==> src/rtl/scene_restore_ctrl.sv <==
// Frame sequencer for the scene restoration datapath: airlight latch, pixel gating,
// t_inv alignment delay and valid/sof/eol/eof sideband generation.
module scene_restore_ctrl #(
    parameter int IMG_W  = 640,
    parameter int IMG_H  = 480,
    parameter int LAT    = 5,
    parameter int TINV_W = 12
) (
    input  logic              i_clk,
    input  logic              i_rst,
    input  logic              i_start,
    input  logic              i_a_valid,
    input  logic [7:0]        i_ar,
    input  logic [7:0]        i_ag,
    input  logic [7:0]        i_ab,
    input  logic              i_s_valid,
    output logic              o_s_ready,
    input  logic [7:0]        i_hr,
    input  logic [7:0]        i_hg,
    input  logic [7:0]        i_hb,
    input  logic [TINV_W-1:0] i_t_inv,
    output logic [7:0]        o_dp_hr,
    output logic [7:0]        o_dp_hg,
    output logic [7:0]        o_dp_hb,
    output logic [7:0]        o_dp_ar,
    output logic [7:0]        o_dp_ag,
    output logic [7:0]        o_dp_ab,
    output logic [TINV_W-1:0] o_dp_tinv,
    output logic              o_m_valid,
    output logic              o_m_sof,
    output logic              o_m_eol,
    output logic              o_m_eof,
    output logic              o_busy,
    output logic              o_frame_done
);

    localparam int XW = $clog2(IMG_W);
    localparam int YW = $clog2(IMG_H + 1);
    localparam logic [XW-1:0] X_LAST = XW'(IMG_W - 1);
    localparam logic [YW-1:0] Y_LAST = YW'(IMG_H - 1);

    typedef enum logic [1:0] {
        ST_IDLE,
        ST_LOAD,
        ST_RUN,
        ST_DRAIN
    } state_t;

    state_t            r_state;
    state_t            w_nextState;
    logic              r_sReady;
    logic              r_frameDone;
    logic [7:0]        r_ar;
    logic [7:0]        r_ag;
    logic [7:0]        r_ab;
    logic [XW-1:0]     r_xCnt;
    logic [YW-1:0]     r_yCnt;
    logic [3:0]        r_sb   [LAT-1];
    logic [TINV_W-1:0] r_tinv [LAT-1];

    logic w_accept;
    logic w_sof;
    logic w_eol;
    logic w_eof;
    logic w_latchAir;
    logic w_done;

    assign w_accept = i_s_valid & r_sReady;
    assign w_sof    = (r_xCnt == '0) && (r_yCnt == '0);
    assign w_eol    = (r_xCnt == X_LAST);
    assign w_eof    = w_eol && (r_yCnt == Y_LAST);

    always_comb begin
        w_nextState = r_state;
        w_latchAir  = 1'b0;
        w_done      = 1'b0;
        case (r_state)
            ST_IDLE:  if (i_start) w_nextState = ST_LOAD;
            ST_LOAD: begin
                if (i_a_valid) begin
                    w_nextState = ST_RUN;
                    w_latchAir  = 1'b1;
                end
            end
            ST_RUN:   if (w_accept && w_eof) w_nextState = ST_DRAIN;
            // The eof pixel is the last one accepted, so the pipe is empty once it leaves.
            ST_DRAIN: begin
                if (o_m_valid && o_m_eof) begin
                    w_nextState = ST_IDLE;
                    w_done      = 1'b1;
                end
            end
            default:  w_nextState = ST_IDLE;
        endcase
    end

    always_ff @(posedge i_clk) begin
        if (i_rst) begin
            r_state     <= ST_IDLE;
            r_sReady    <= 1'b0;
            r_frameDone <= 1'b0;
        end else begin
            r_state     <= w_nextState;
            r_sReady    <= (w_nextState == ST_RUN);
            r_frameDone <= w_done;
        end
    end

    always_ff @(posedge i_clk) begin
        if (i_rst) begin
            r_ar <= '0;
            r_ag <= '0;
            r_ab <= '0;
        end else if (w_latchAir) begin
            r_ar <= i_ar;
            r_ag <= i_ag;
            r_ab <= i_ab;
        end
    end

    always_ff @(posedge i_clk) begin
        if (i_rst || w_latchAir) begin
            r_xCnt <= '0;
            r_yCnt <= '0;
        end else if (w_accept) begin
            if (w_eol) begin
                r_xCnt <= '0;
                r_yCnt <= r_yCnt + YW'(1);
            end else begin
                r_xCnt <= r_xCnt + XW'(1);
            end
        end
    end

    // Sideband and t_inv share the same LAT-1 stage delay so they meet the pixel together.
    always_ff @(posedge i_clk) begin
        if (i_rst) begin
            for (int i = 0; i < LAT - 1; i++) begin
                r_sb[i]   <= '0;
                r_tinv[i] <= '0;
            end
        end else begin
            r_sb[0]   <= {w_accept, w_accept & w_sof, w_accept & w_eol, w_accept & w_eof};
            r_tinv[0] <= w_accept ? i_t_inv : '0;
            for (int i = 1; i < LAT - 1; i++) begin
                r_sb[i]   <= r_sb[i-1];
                r_tinv[i] <= r_tinv[i-1];
            end
        end
    end

    assign o_s_ready    = r_sReady;
    assign o_busy       = (r_state != ST_IDLE);
    assign o_frame_done = r_frameDone;
    assign o_dp_hr      = w_accept ? i_hr : '0;
    assign o_dp_hg      = w_accept ? i_hg : '0;
    assign o_dp_hb      = w_accept ? i_hb : '0;
    assign o_dp_ar      = r_ar;
    assign o_dp_ag      = r_ag;
    assign o_dp_ab      = r_ab;
    assign o_dp_tinv    = r_tinv[LAT-2];
    assign o_m_valid    = r_sb[LAT-2][3];
    assign o_m_sof      = r_sb[LAT-2][2];
    assign o_m_eol      = r_sb[LAT-2][1];
    assign o_m_eof      = r_sb[LAT-2][0];

endmodule

==> config.mk <==
export PLATFORM = sky130hd
export DESIGN_NAME = scene_restore_ctrl
export DESIGN_NICKNAME = d
export VERILOG_FILES = /design/src/rtl/scene_restore_ctrl.sv
export SDC_FILE = /design/constraint.sdc
export NUM_CORES = 1
export LEC_CHECK = 0
export CAP_MARGIN = 20
export CORE_MARGIN = 2
export CORE_UTILIZATION = 48
export DETAILED_ROUTE_END_ITERATION = 6
export HOLD_SLACK_MARGIN = 0.12
export PLACE_DENSITY_LB_ADDON = 0.15
export SYNTH_ARGS = -nofsm -noshare
export SYNTH_HDL_FRONTEND = slang
export SYNTH_SLANG_ARGS = --single-unit
export TNS_END_PERCENT = 100
==> constraint.sdc <==
create_clock -name i_clk -period 5 [get_ports i_clk]
set_input_delay 1 -clock i_clk [delete_from_list [all_inputs] [get_ports i_clk]]
set_output_delay 1 -clock i_clk [all_outputs]
set_load 0.1 [all_outputs]
==> impl_metrics.env, run 1 <==
export IMPL_status="completed"
export IMPL_crit_reg2reg_launch="o_s_ready$_SDFF_PP0_"
export IMPL_num_antenna_cells=0
export IMPL_dp_hpwl_um=5580
export IMPL_cts_made_buffers=9
export IMPL_finalSetupViolations=0
export IMPL_timing_slew_headroom=0.333
export IMPL_fin_setup_tns_ps=0
export IMPL_hold_violations=0
export IMPL_cts_tree="built"
export IMPL_die_area_um2=8720
export IMPL_ff2ff_path_depth=4
export IMPL_gp_routability_congestion=0.847
export IMPL_synth_distinct_cells=35
export IMPL_start_util=0.496
export IMPL_dominantRegCellSynth="sky130_fd_sc_hd__dfxtp_1"
export IMPL_vias_per_cell=4.75
export IMPL_max_clock_path_buffers=2
export IMPL_std_cell_rows=32
export IMPL_power_per_cell_area_nw_per_um2=317
export IMPL_grt_pass1_wl_um=13000
export IMPL_cts_root_buffer_cell="sky130_fd_sc_hd__clkbuf_8"
export IMPL_max_cap_violations=0
export IMPL_timing_reg2reg_setup_slack_ps=2720
export IMPL_tightestPinTransition_ps=997
export IMPL_antenna_left=0
export IMPL_reg_clk_slew_reported_paths_ps=100
export IMPL_wl_um=7990
export IMPL_sequential_share_of_the_synthesized_area=0.579
export IMPL_setup_worst_path_start_class="input pin"
export IMPL_path_class="in -> out"
export IMPL_period_needed_ps=3550
export IMPL_timing_critical_path_to_type="output port"
export IMPL_overall_power_consumption_w=0.00169
export IMPL_antenna_found_initial=0
export IMPL_design_portCount=132
export IMPL_synthesis_area_um2=3830
export IMPL_timing_max_transition_violations_final=0
export IMPL_wire_per_inst_um=12.8
export IMPL_area_growth_synth_to_final_pct=39.1
export IMPL_ys_warn_count=0
export IMPL_grt_max_degree=54
export IMPL_netlist_instances=399
export IMPL_fp_dieW_um=93.4
export IMPL_vias_in_the_first_global_route=2779
export IMPL_fmax_mhz=281
export IMPL_grt_setup_unrepaired="false"
export IMPL_leakage_nw=2.11
export IMPL_htree_levels=3
export IMPL_die_height_um=93.4
export IMPL_cp_max_fo=30
export IMPL_fin_skew_ps=13.6
export IMPL_groute_usage_overall=0.189
export IMPL_number_of_cells_traversed_by_the_worst_hold_path=1
export IMPL_numPlacedInstances=609
export IMPL_overflow_left_after_global_routing=0
export IMPL_vdd_drop_max_mv=0.186
export IMPL_timing_critical_path_arrival_ps=2550
export IMPL_layoutNonFillerInstCount=625
export IMPL_via_count=2966
export IMPL_cts_repair_resize_count=0
export IMPL_placeableCoreArea_um2=7730
export IMPL_cts_sinks=111
export IMPL_post_cts_hold_buffer_count=0
export IMPL_clk_latency_ps=370
export IMPL_holdCritPathClass="reg -> reg"
export IMPL_cts_post_setup_buffers_inserted=0
export IMPL_yosys_register_bits=111
export IMPL_first_pass_iters=4
export IMPL_worst_reg2reg_path_endpoint="r_yCnt[8]$_SDFFE_PP0P_"
export IMPL_route_detailed_drc=0
export IMPL_holdCritStartpoint="r_sb[0][0]$_SDFF_PP0_"
export IMPL_final_nets=587
export IMPL_syn_mean_instance_area_um2=9.61
export IMPL_final_core_utilization=0.690
export IMPL_initialDrtViolationCount=61
export IMPL_port_buffers=131
export IMPL_min_period_over_period=0.711
export IMPL_synth_edf_count=0
export IMPL_worstHoldEndpoint="r_sb[1][0]$_SDFF_PP0_"
export IMPL_postSynth_asyncResetShare=0
export IMPL_drive_gt1_frac=0.0899
export IMPL_critical_path_required_ps=4000
export IMPL_synthesis_nets=468
==> cells in the mapped netlist, types with 2 or more instances <==
library cell | number | share of area
sky130_fd_sc_hd__and2_1 | 15 | 0.024
sky130_fd_sc_hd__inv_1 | 5 | 0.0049
sky130_fd_sc_hd__nand4_1 | 12 | 0.020
sky130_fd_sc_hd__o21ai_0 | 3 | 0.0039
sky130_fd_sc_hd__xor2_1 | 11 | 0.025
sky130_fd_sc_hd__or4_1 | 3 | 0.0059
sky130_fd_sc_hd__and3_1 | 27 | 0.044
sky130_fd_sc_hd__a21oi_1 | 32 | 0.042
sky130_fd_sc_hd__or3_1 | 2 | 0.0033
sky130_fd_sc_hd__o31ai_1 | 2 | 0.0039
sky130_fd_sc_hd__nand3_1 | 6 | 0.0078
sky130_fd_sc_hd__nand2_1 | 56 | 0.055
sky130_fd_sc_hd__nor2b_1 | 49 | 0.080
sky130_fd_sc_hd__clkbuf_1 | 21 | 0.021
sky130_fd_sc_hd__ha_1 | 4 | 0.013
sky130_fd_sc_hd__buf_4 | 2 | 0.0039
sky130_fd_sc_hd__and4_1 | 3 | 0.0069
sky130_fd_sc_hd__dfxtp_1 | 111 | 0.58
sky130_fd_sc_hd__nor4_1 | 4 | 0.0065
sky130_fd_sc_hd__nor2_1 | 16 | 0.016
==> layout make-up <==
type / count / area, um2
Fill cell: 618 / 2390
Sequential cell: 111 / 2220
Multi-Input combinational cell: 258 / 1490
Timing Repair Buffer: 133 / 1260
Tap cell: 102 / 128
Clock buffer: 9 / 124
Clock inverter: 7 / 95.1
Inverter: 5 / 18.8
==> metrics by stage <==
| step | area (um2) | hold slack, ps | worst slack [ps] |
|---|---|---|---|
| global placement | 5110 | 415 | 1580 |
| CTS | 5330 | 439 | 1460 |
| global route | 5330 | 444 | 1350 |
| floorplan | 3830 | 414 | 1730 |
| detailed placement | 5110 | 422 | 1470 |
| finish | 5330 | 439 | 1450 |
==> metal layers <==
metal,global-route usage,part of all wire,vias up
met3,0.0395,0.033,10
met4,0.0650,0.014,0
met5,0,0,-
met2,0.323,0.50,48
met1,0.236,0.45,1357
li1,-,-,1551
==> cells by family (layout without fill, tap and decap cells) <==
family	Yosys count	in the layout	synth area share
compound gates	38	38	0.0512
flops	111	111	0.579
buf+inv	30	154	0.0333
fa+ha+maj	4	4	0.0131
mux	1	1	0.00261
xor+xnor	12	12	0.0274
simple gates	203	203	0.293
==> cell usage in the layout, fill, tap and decap left out, types with 2 or more instances in the layout <==
master / count
sky130_fd_sc_hd__xor2_1: 11
sky130_fd_sc_hd__nor2b_1: 49
sky130_fd_sc_hd__or4_1: 3
sky130_fd_sc_hd__and4_1: 3
sky130_fd_sc_hd__o31ai_1: 2
sky130_fd_sc_hd__dfxtp_1: 111
sky130_fd_sc_hd__nor4_1: 4
sky130_fd_sc_hd__buf_4: 26
sky130_fd_sc_hd__nand3_1: 6
sky130_fd_sc_hd__or3_1: 2
sky130_fd_sc_hd__clkdlybuf4s50_1: 106
sky130_fd_sc_hd__nand2_1: 56
sky130_fd_sc_hd__nor2_1: 16
sky130_fd_sc_hd__o21ai_0: 3
sky130_fd_sc_hd__inv_1: 5
sky130_fd_sc_hd__clkbuf_8: 9
sky130_fd_sc_hd__inv_8: 2
sky130_fd_sc_hd__and2_1: 15
sky130_fd_sc_hd__a21oi_1: 32
sky130_fd_sc_hd__and3_1: 27
sky130_fd_sc_hd__nand4_1: 12
sky130_fd_sc_hd__inv_6: 2
sky130_fd_sc_hd__ha_1: 4
==> critical path: stages <==
cell	delay, ps
sky130_fd_sc_hd__clkdlybuf4s50_1	980
sky130_fd_sc_hd__and3_1	280
sky130_fd_sc_hd__buf_4	290
==> how the worst max path moves through the flow <==
stage                         startpoint         end  slack, ps  depth (start not counted)
floorplan           o_s_ready$_SDFF_PP0_  o_dp_hb[0]       1730                          3
global placement               i_s_valid  o_dp_hg[0]       1580                          3
detailed placement             i_s_valid  o_dp_hr[7]       1470                          3
CTS                 o_s_ready$_SDFF_PP0_   o_s_ready       1460                          1
global route        o_s_ready$_SDFF_PP0_   o_s_ready       1350                          1
finish                         i_s_valid  o_dp_hr[7]       1450                          3
==> power breakdown <==
group | switching (W) | internal [W] | leakage, nW
logic | 0.000141 | 0.0000764 | 1.11
clock network | 0.000319 | 0.000247 | 0.111
registers | 0.00000955 | 0.000896 | 0.896
total | 0.000469 | 0.00122 | 2.11
==> flip-flops by register name, summed over array words and instances (netlist names) <==
signal        cells
o_frame_done      1
r_xCnt           10
o_s_ready         1
r_state           2
r_yCnt            9
o_dp_ar           8
o_dp_ab           8
r_sb             16
o_dp_ag           8
r_tinv           48
No activity file was read; power rests on OpenSTA's default activity.
==> run 2: changes to the inputs <==
CORE_UTILIZATION = 40   (was 48)
clock period = 3.2 ns   (was 5 ns; I/O delays follow)
==> run 2 against run 1 <==
- global-route usage decreased by 3.2 points
- sequential power increased by 56%
- critical path depth increased by 1
- combinational power increased by 63%
- count of clock-buffer cells in the layout unchanged
- sequential share of layout area decreased by 2.0 points
- clock skew decreased by 1.7 ps
- via count increased by 2.1%
- largest cell class unchanged
==> impl_metrics.env, run 2 (synthesis results as in run 1) <==
export IMPL_route_detailed_drc=0
export IMPL_numPlacedInstances=641
export IMPL_critical_path_required_ps=2560
export IMPL_fmax_mhz=387
export IMPL_layoutNonFillerInstCount=657
export IMPL_ff2ff_path_depth=5
export IMPL_most_common_layout_cells="sky130_fd_sc_hd__dfxtp_1 (111), sky130_fd_sc_hd__clkdlybuf4s50_1 (63), sky130_fd_sc_hd__nand2_1 (56), sky130_fd_sc_hd__buf_4 (50), sky130_fd_sc_hd__nor2b_1 (49)"
export IMPL_reg_clk_slew_reported_paths_ps=100
export IMPL_setup_worst_path_start_class="input pin"
export IMPL_clk_latency_ps=370
export IMPL_number_of_cells_traversed_by_the_worst_hold_path=1
export IMPL_tightestPinTransition_ps=754
export IMPL_grt_pass1_wl_um=12900
export IMPL_htree_levels=3
export IMPL_fin_skew_ps=11.9
export IMPL_die_height_um=102
export IMPL_cp_max_fo=12
export IMPL_path_class="in -> out"
export IMPL_via_count=3027
export IMPL_max_clock_path_buffers=2
export IMPL_crit_path_top_delay_cell="sky130_fd_sc_hd__clkdlybuf4s50_1"
export IMPL_design_portCount=132
export IMPL_fp_dieW_um=102
export IMPL_worst_reg2reg_path_endpoint="r_yCnt[8]$_SDFFE_PP0P_"
export IMPL_startpoint="i_s_valid"
export IMPL_vias_per_cell=4.61
export IMPL_cts_post_setup_buffers_inserted=0
export IMPL_num_antenna_cells=0
export IMPL_overall_power_consumption_w=0.00268
export IMPL_max_flop_register="r_tinv"
export IMPL_antenna_found_initial=0
export IMPL_drive_gt1_frac=0.180
export IMPL_cts_made_buffers=9
export IMPL_start_util=0.413
export IMPL_timing_critical_path_arrival_ps=1940
export IMPL_cts_root_buffer_cell="sky130_fd_sc_hd__clkbuf_8"
export IMPL_timing_reg2reg_setup_slack_ps=1360
export IMPL_critical_path_cell_chain="clkdlybuf4s50_1 -> buf_4 -> and3_1 -> buf_12"
export IMPL_holdCritStartpoint="r_tinv[1][6]$_SDFF_PP0_"
export IMPL_first_pass_iters=4
export IMPL_dp_hpwl_um=5680
export IMPL_holdCritPathClass="reg -> reg"
export IMPL_period_needed_ps=2580
export IMPL_initialDrtViolationCount=74
export IMPL_critPathBufInv=3
export IMPL_grt_max_degree=77
export IMPL_kind_of_cell_with_the_highest_combined_delay_on_the_critical_path="buffers and inverters"
export IMPL_mostFrequentLayoutCell="sky130_fd_sc_hd__dfxtp_1"
export IMPL_max_cap_violations=0
export IMPL_status="completed"
export IMPL_gp_routability_congestion=0.878
export IMPL_pre_cts_slack_ps=577
export IMPL_timing_max_transition_violations_final=0
export IMPL_cts_sinks=111
export IMPL_std_cell_rows=35
export IMPL_port_buffers=131
export IMPL_placeableCoreArea_um2=9280
export IMPL_post_cts_hold_buffer_count=0
export IMPL_cp_endpoint="o_dp_hb[1]"
export IMPL_vias_in_the_first_global_route=2712
export IMPL_flip_flop_count_of_the_largest_register_after_layout=48
export IMPL_cts_repair_resize_count=0
export IMPL_area_growth_synth_to_final_pct=46.2
export IMPL_fin_setup_tns_ps=0
export IMPL_min_period_over_period=0.807
export IMPL_fin_hold_ws_ps=435
export IMPL_timing_critical_path_to_type="output port"
export IMPL_power_per_cell_area_nw_per_um2=478
export IMPL_hold_violations=0
export IMPL_worst_setup_slack_final_ps=616
export IMPL_timing_slew_headroom=0.498
export IMPL_cp_depth=4
export IMPL_wire_per_inst_um=12.2
export IMPL_crit_reg2reg_launch="r_xCnt[0]$_SDFFE_PP0N_"
export IMPL_wl_um=8000
export IMPL_grt_setup_unrepaired="false"
export IMPL_largest_stage_delay_on_the_critical_path_ps=660
export IMPL_die_area_um2=10400
export IMPL_overflow_left_after_global_routing=0
export IMPL_antenna_left=0
export IMPL_vdd_drop_max_mv=0.195
export IMPL_groute_usage_overall=0.157
export IMPL_final_nets=592
export IMPL_layout_top_registers="r_tinv (48), r_sb (16), r_xCnt (10)"
export IMPL_cts_tree="built"
export IMPL_leakage_nw=2.29
export IMPL_finalSetupViolations=0
-- run 2: cell types whose count changed in the layout (fill, tap and decap cells not counted), sizes merged --
cell and delta:
bufinv +1, inv -2, clkinv +1, buf +48, clkdlybuf4s50 -43
-- run 2: metal layers --
layer	GRT usage	wire length [um]	vias to the layer above
met3	0.0321	363	11
li1	-	-	1559
met1	0.200	3490	1394
met2	0.255	4010	63
met4	0.0749	134	0
met5	0	0	-
-- run 2: stage by stage --
stage | utilization | cell area, um2
2_1_floorplan | - | 3830
3_3_place_gp | 0.579 | 5380
3_5_place_dp | 0.579 | 5380
4_1_cts | 0.604 | 5610
5_1_grt | 0.604 | 5610
6_report | 0.604 | 5610
-- run 2: how the worst min path moves through the flow --
stage                               to  slack (ps)
3_3_place_gp   r_tinv[3][9]$_SDFF_PP0_         420
5_1_grt        r_tinv[3][0]$_SDFF_PP0_         450
4_1_cts        r_tinv[2][6]$_SDFF_PP0_         440
3_5_place_dp     r_sb[1][1]$_SDFF_PP0_         420
2_1_floorplan    r_sb[1][0]$_SDFF_PP0_         410
6_report       r_tinv[2][6]$_SDFF_PP0_         440
-- run 2: final cells by class --
cell class	instances	area, um2
sequential	111	2220
inverter	5	18.8
clock inverter	7	103
timing repair buffer	138	1490
fill	817	3680
multi-input combinational	258	1490
tap	129	161
clock buffer	9	124
-- run 2: worst reg2reg max path: cells and delay by family, from the launching register on --
kind,cells,cell delay [ps]
AOI/OAI and AO/OA,1,160
DFF,1,390
adders and majority gates,1,210
and+or+nand+nor,3,1010
-- run 2: where the power goes --
group,total [W],internal [W],switching [W]
Sequential,0.00141,0.00140,0.0000124
Clock,0.000916,0.000451,0.000465
Combinational,0.000353,0.000129,0.000225
Total,0.00268,0.00198,0.000703
==> edit 1, RTL diff (config.mk and constraints of run 1) <==
Change the parameter `LAT` from 5 to 4.
--- a/src/rtl/scene_restore_ctrl.sv
+++ b/src/rtl/scene_restore_ctrl.sv
@@ -3,7 +3,7 @@
 module scene_restore_ctrl #(
     parameter int IMG_W  = 640,
     parameter int IMG_H  = 480,
-    parameter int LAT    = 5,
+    parameter int LAT    = 4,
     parameter int TINV_W = 12
 ) (
     input  logic              i_clk,
Check against the original RTL: not equivalent (Yosys sat finds a counterexample within 10 cycles, from zero or initial values and one cycle with i_rst high).
==> edit 1 against run 1 <==
  * Via count fell by 2.1%
  * Largest cell class unchanged
  * Total power fell by 12%
  * Synthesized area fell by 9.3%
  * Combinational power barely moved
  * Wire length barely moved
  * Setup slack improved by 59 ps
  * Register-to-register slack got worse by 250 ps
  * Design area fell by 8.3%
  * Sequential cell count fell by 16
==> edit 1: results (changes against run 1) <==
Synthesis
  • Post-Syn Instances: 378 (-5.3%)
  • Sequential-to-total area share from yosys stat: 0.547 (-0.0325)
  • Flip-flop and latch count after synthesis: 95 (-14%)
  • Netlist cell types: 32 (-8.6%)
  • Net count of the mapped netlist: 447 (-4.5%)
  • Top cell types by occurrence after synthesis: sky130_fd_sc_hd__dfxtp_1 (95), sky130_fd_sc_hd__nand2_1 (59), sky130_fd_sc_hd__and3_1 (37)

Critical path
  • Worst-path maximum fanout: 27 (-10%)
  • Endpoint of the most critical register-to-register path: r_yCnt[7]
  • Register-to-register setup slack: 2470 ps (-250 ps)
  • Capture point of the worst path: o_dp_hr[2]
  • Data arrival, critical path: 2490 ps (-60 ps)

Power
  • Leakage: 1.99 nW (-5.8%)
  • Power spent charging and discharging nets: 0.000448 W (-4.5%)
  • Worst supply voltage drop on vdd: 161 uV (-14%)

Place
  • Detailed placer's ending HPWL: 5630 microns (+0.86%)
  • Post-Place Worst Slack: 1320 ps (-147 ps)
  • Final RePlAce weighted congestion: 0.799 (-5.7%)

Cells and area
  • Number of multi-input logic gates: 242 (-6.2%)
  • Flip-flop and latch share of the layout cell area: 0.389 (-0.0280)
  • Non-clock inverters: 7 (+2)
  • Fill cells: 608 (-1.6%)
  • Multi-input gate area: 1370 sq um (-7.8%)
  • Biggest registers after layout: r_tinv: 36 flops, r_sb: 12 flops, r_xCnt: 10 flops
  • Share of final layout cell area taken by clock buffers and inverters: 0.0430 (+0.00190)

Routing
  • Number of vias per cell: 4.90 (+3.3%)
  • Number of design-rule violations left by the first detailed-router iteration: 117 (+92%)
  • Number of vias after detailed routing: 2903 (-2.1%)
  • Mean routed wirelength per cell: 13.5 microns (+5.6%)

Run status
  • Outcome: complete, no violations

Global routing
  • Number of global-route vias before repair: 2606 (-6.2%)

Min path
  • Hold path startpoint: r_sb[0][7]
  • Worst Hold End: r_sb[0][11]

Timing
  • Skew final: 17.6 ps (+3.97 ps)
  • Final setup slack of the worst path: 1510 ps (+59.4 ps)
  • Max_slew headroom: 0.324 (-0.00917)
[edit 1: cell types whose count changed in the layout (fill, tap and decap cells not counted), sizes merged, moves of 2 or more]
cell           run 1  this run
a21oi             32        35
and2              15         4
and3              28        37
clkinv             2         4
dfxtp            111        95
nand2             56        59
nand3              7        11
nand4             12         8
nor2              16        13
nor2b             49        32
o31ai              2         4
or4                3         5
xor2              11         8
[edit 1: power by group through the flow]
stage	Sequential, W	Combinational [W]	Clock (W)
floorplan	0.000863	0.0000637	0
detailed placement	0.000794	0.000217	0
finish	0.000776	0.000217	0.000500
global placement	0.000793	0.000216	0
CTS	0.000776	0.000218	0.000512
global route	0.000778	0.000228	0.000546
[edit 1: metal layers]
layer / track usage / wire length, microns / vias up
met5: 0 / 0 / -
met4: 0.0760 / 174 / 0
met3: 0.0600 / 384 / 16
met2: 0.339 / 4080 / 75
met1: 0.253 / 3350 / 1329
li1: - / - / 1483
[edit 1: per-stage QoR]
step / power, W / hold WS (ps) / instance area (sq um)
2_1_floorplan: 0.000927 / 414 / 3480
3_3_place_gp: 0.00101 / 418 / 4680
3_5_place_dp: 0.00101 / 420 / 4680
4_1_cts: 0.00151 / 443 / 4890
5_1_grt: 0.00155 / 450 / 4890
6_report: 0.00149 / 437 / 4890
[edit 1: worst max-delay path, cell delays in order]
cell and delay, ps:
sky130_fd_sc_hd__clkdlybuf4s50_1 900, sky130_fd_sc_hd__and3_1 290, sky130_fd_sc_hd__buf_4 300
[edit 1: cells by family (layout without fill, tap and decap cells)]
family	count (synthesis)	in the layout	share of synthesized area
adders and majority gates	4	4	0.0144
AOI/OAI and AO/OA	45	45	0.0702
buffers and inverters	41	156	0.0590
muxes	1	1	0.00288
xor gates and xnor gates	9	9	0.0227
and+or+nand+nor	183	183	0.284
DFF	95	95	0.547
==> edit 2, RTL diff (settings of run 1) <==
Without the edit above. Make the reset (`i_rst`) asynchronous in 3 clocked blocks.
--- a/src/rtl/scene_restore_ctrl.sv
+++ b/src/rtl/scene_restore_ctrl.sv
@@ -94,7 +94,7 @@
         endcase
     end
 
-    always_ff @(posedge i_clk) begin
+    always_ff @(posedge i_clk or posedge i_rst) begin
         if (i_rst) begin
             r_state     <= ST_IDLE;
             r_sReady    <= 1'b0;
@@ -106,7 +106,7 @@
         end
     end
 
-    always_ff @(posedge i_clk) begin
+    always_ff @(posedge i_clk or posedge i_rst) begin
         if (i_rst) begin
             r_ar <= '0;
             r_ag <= '0;
@@ -133,7 +133,7 @@
     end
 
     // Sideband and t_inv share the same LAT-1 stage delay so they meet the pixel together.
-    always_ff @(posedge i_clk) begin
+    always_ff @(posedge i_clk or posedge i_rst) begin
         if (i_rst) begin
             for (int i = 0; i < LAT - 1; i++) begin
                 r_sb[i]   <= '0;
Check against the original RTL: differs if i_rst is asserted again (counterexample within 4 cycles, from zero or initial values and one cycle with i_rst high); with i_rst held inactive, the same outputs for 10 cycles.
==> edit 2 against run 1 <==
  * Die area increased by 3.8%
  * Wire length is 8.7% lower
  * Sequential cell count unchanged
  * Synthesized area grew 4.0%
  * Synthesized cell count shrank 25%
  * Design area grew 2.5%
  * First-iteration DRC count is 36% higher
  * Critical path depth is the same
  * Setup slack worse by 130 ps
Power is not compared: it rests on default switching activity, and its combinational part moved more than twofold at a synthesized area within 25%.
==> edit 2: results (changes against run 1) <==
Run status
  • Outcome: complete, no violations

Place
  • Final RePlAce weighted congestion: 0.826 (-2.5%)
  • Placement Cell Area: 5250 sq um (+2.5%)
  • Cell Count Post-Placement: 513 (-16%)
  • Detailed placer's ending HPWL: 5020 microns (-10%)
  • Post-Place Worst Slack: 1310 ps (-156 ps)

Synthesis
  • Post-Syn Instances: 299 (-25%)
  • Synth Area in Adders: 0.0126 (-0.000500)
  • Most used DFF post-synth: sky130_fd_sc_hd__dfrtp_1
  • Post-synthesis share of cell area spent on xor and xnor gates: 0.0242 (-0.00325)
  • Top post-synthesis cells by area: sky130_fd_sc_hd__dfrtp_1 (58%), sky130_fd_sc_hd__dfxtp_1 (9.5%), sky130_fd_sc_hd__mux2_2 (6.8%)
  • Fraction of the mapped netlist area in compound gates: 0.0242 (-0.0271)
  • Sequential-to-total area share from yosys stat: 0.673 (+0.0933)
  • Top cell types by occurrence after synthesis: sky130_fd_sc_hd__dfrtp_1 (92), sky130_fd_sc_hd__and3_1 (39), sky130_fd_sc_hd__mux2_2 (24)
  • Share of synthesized area spent on multiplexers: 0.0728 (+0.0702)

Global routing
  • Global-route wire length before repair: 11700 microns (-10%)
  • Number of global-route vias before repair: 2592 (-6.7%)
  • Global Route Usage Sum: 0.168 (-0.0201)
  • Largest net degree at the start of global routing: 86 (+59%)

Critical path
  • Register-to-register setup slack: 3000 ps (+280 ps)
  • Endpoint of the most critical register-to-register path: r_yCnt[6]
  • Highest cell delay on the worst timing path: 1110 ps (+130 ps)
  • Reg2Reg Launch Point: o_s_ready
  • Data arrival, critical path: 2690 ps (+140 ps)
  • Worst reg2reg path depth: 5 (+1)
  • Worst-path maximum fanout: 38 (+27%)

Routing
  • Number of vias per cell: 4.88 (+2.8%)
  • Mean routed wirelength per cell: 13.8 microns (+7.7%)
  • Wire length after detailed routing: 7290 microns (-8.7%)
  • Number of design-rule violations left by the first detailed-router iteration: 83 (+36%)

Min path
  • Hold path startpoint: r_tinv[35]
  • Number of cells traversed by the worst hold path: 0 (-1)
  • Worst Hold End: r_tinv[23]

Timing
  • Skew final: 11.4 ps (-2.20 ps)
  • Max_slew headroom: 0.340 (+0.00635)

Cells and area
  • Number of flip-flops in the largest register: 36 (-25%)
  • Proportion of layout cells with a drive suffix above 1: 0.176 (+0.0866)
  • Final #Nets: 489 (-17%)
  • Fill cells: 610 (-1.3%)
-- edit 2: per-layer routing --
layer / track usage / wire [microns] / vias up
met5: 0 / 0 / -
met1: 0.198 / 2990 / 1231
met2: 0.290 / 3680 / 84
li1: - / - / 1257
met3: 0.0324 / 469 / 13
met4: 0.0918 / 161 / 0
-- edit 2: area by class of cell --
type,instances,area (sq um),share of cell area
well taps,105,131,0.0240
inverters,10,38.8,0.00709
repair buffers,135,1300,0.238
flip-flops and latches,111,2680,0.491
clock inverters,7,71.3,0.0130
clock buffers,9,124,0.0227
multi-input cells,153,1120,0.205
-- edit 2: worst max-delay path, delay by kind of cell --
family,cells,cell delay [ps]
AND/OR/NAND/NOR,1,280
buffers and inverters,2,1400
-- edit 2: per-stage QoR --
stage	utilization	hold slack [ps]	total power (W)
final	0.672	344	0.00282
after global routing	0.672	360	0.00293
after CTS	0.669	350	0.00284
after detailed placement	0.645	335	0.00233
after global placement	0.645	331	0.00231
after floorplan	-	331	0.00205
-- edit 2: worst max-delay path by stage --
stage | start | end | slack, ps | cells past startpoint
floorplan | i_rst | r_yCnt[7] | 1220 | 4
global placement | i_s_valid | o_dp_hr[6] | 1380 | 3
detailed placement | i_s_valid | o_dp_hg[0] | 1310 | 3
CTS | i_s_valid | o_dp_hg[0] | 1300 | 3
global route | i_s_valid | o_dp_hr[6] | 1180 | 3
finish | i_s_valid | o_dp_hg[0] | 1310 | 3
-- edit 2: power groups by stage --
| stage | Clock [W] | Sequential (W) | Combinational [W] |
|---|---|---|---|
| after floorplan | 0 | 0.00157 | 0.000481 |
| after global placement | 0 | 0.00110 | 0.00121 |
| after detailed placement | 0 | 0.00110 | 0.00122 |
| after CTS | 0.000528 | 0.00108 | 0.00123 |
| after global routing | 0.000569 | 0.00110 | 0.00127 |
| final | 0.000516 | 0.00108 | 0.00122 |
-- edit 2: logic make-up (layout without fill, tap and decap cells) --
group | after synthesis | in the layout
compound gates | 16 | 16
xor+xnor | 11 | 11
fa+ha+maj | 4 | 4
buf+inv | 35 | 161
flops | 111 | 111
mux | 26 | 26
simple gates | 96 | 96
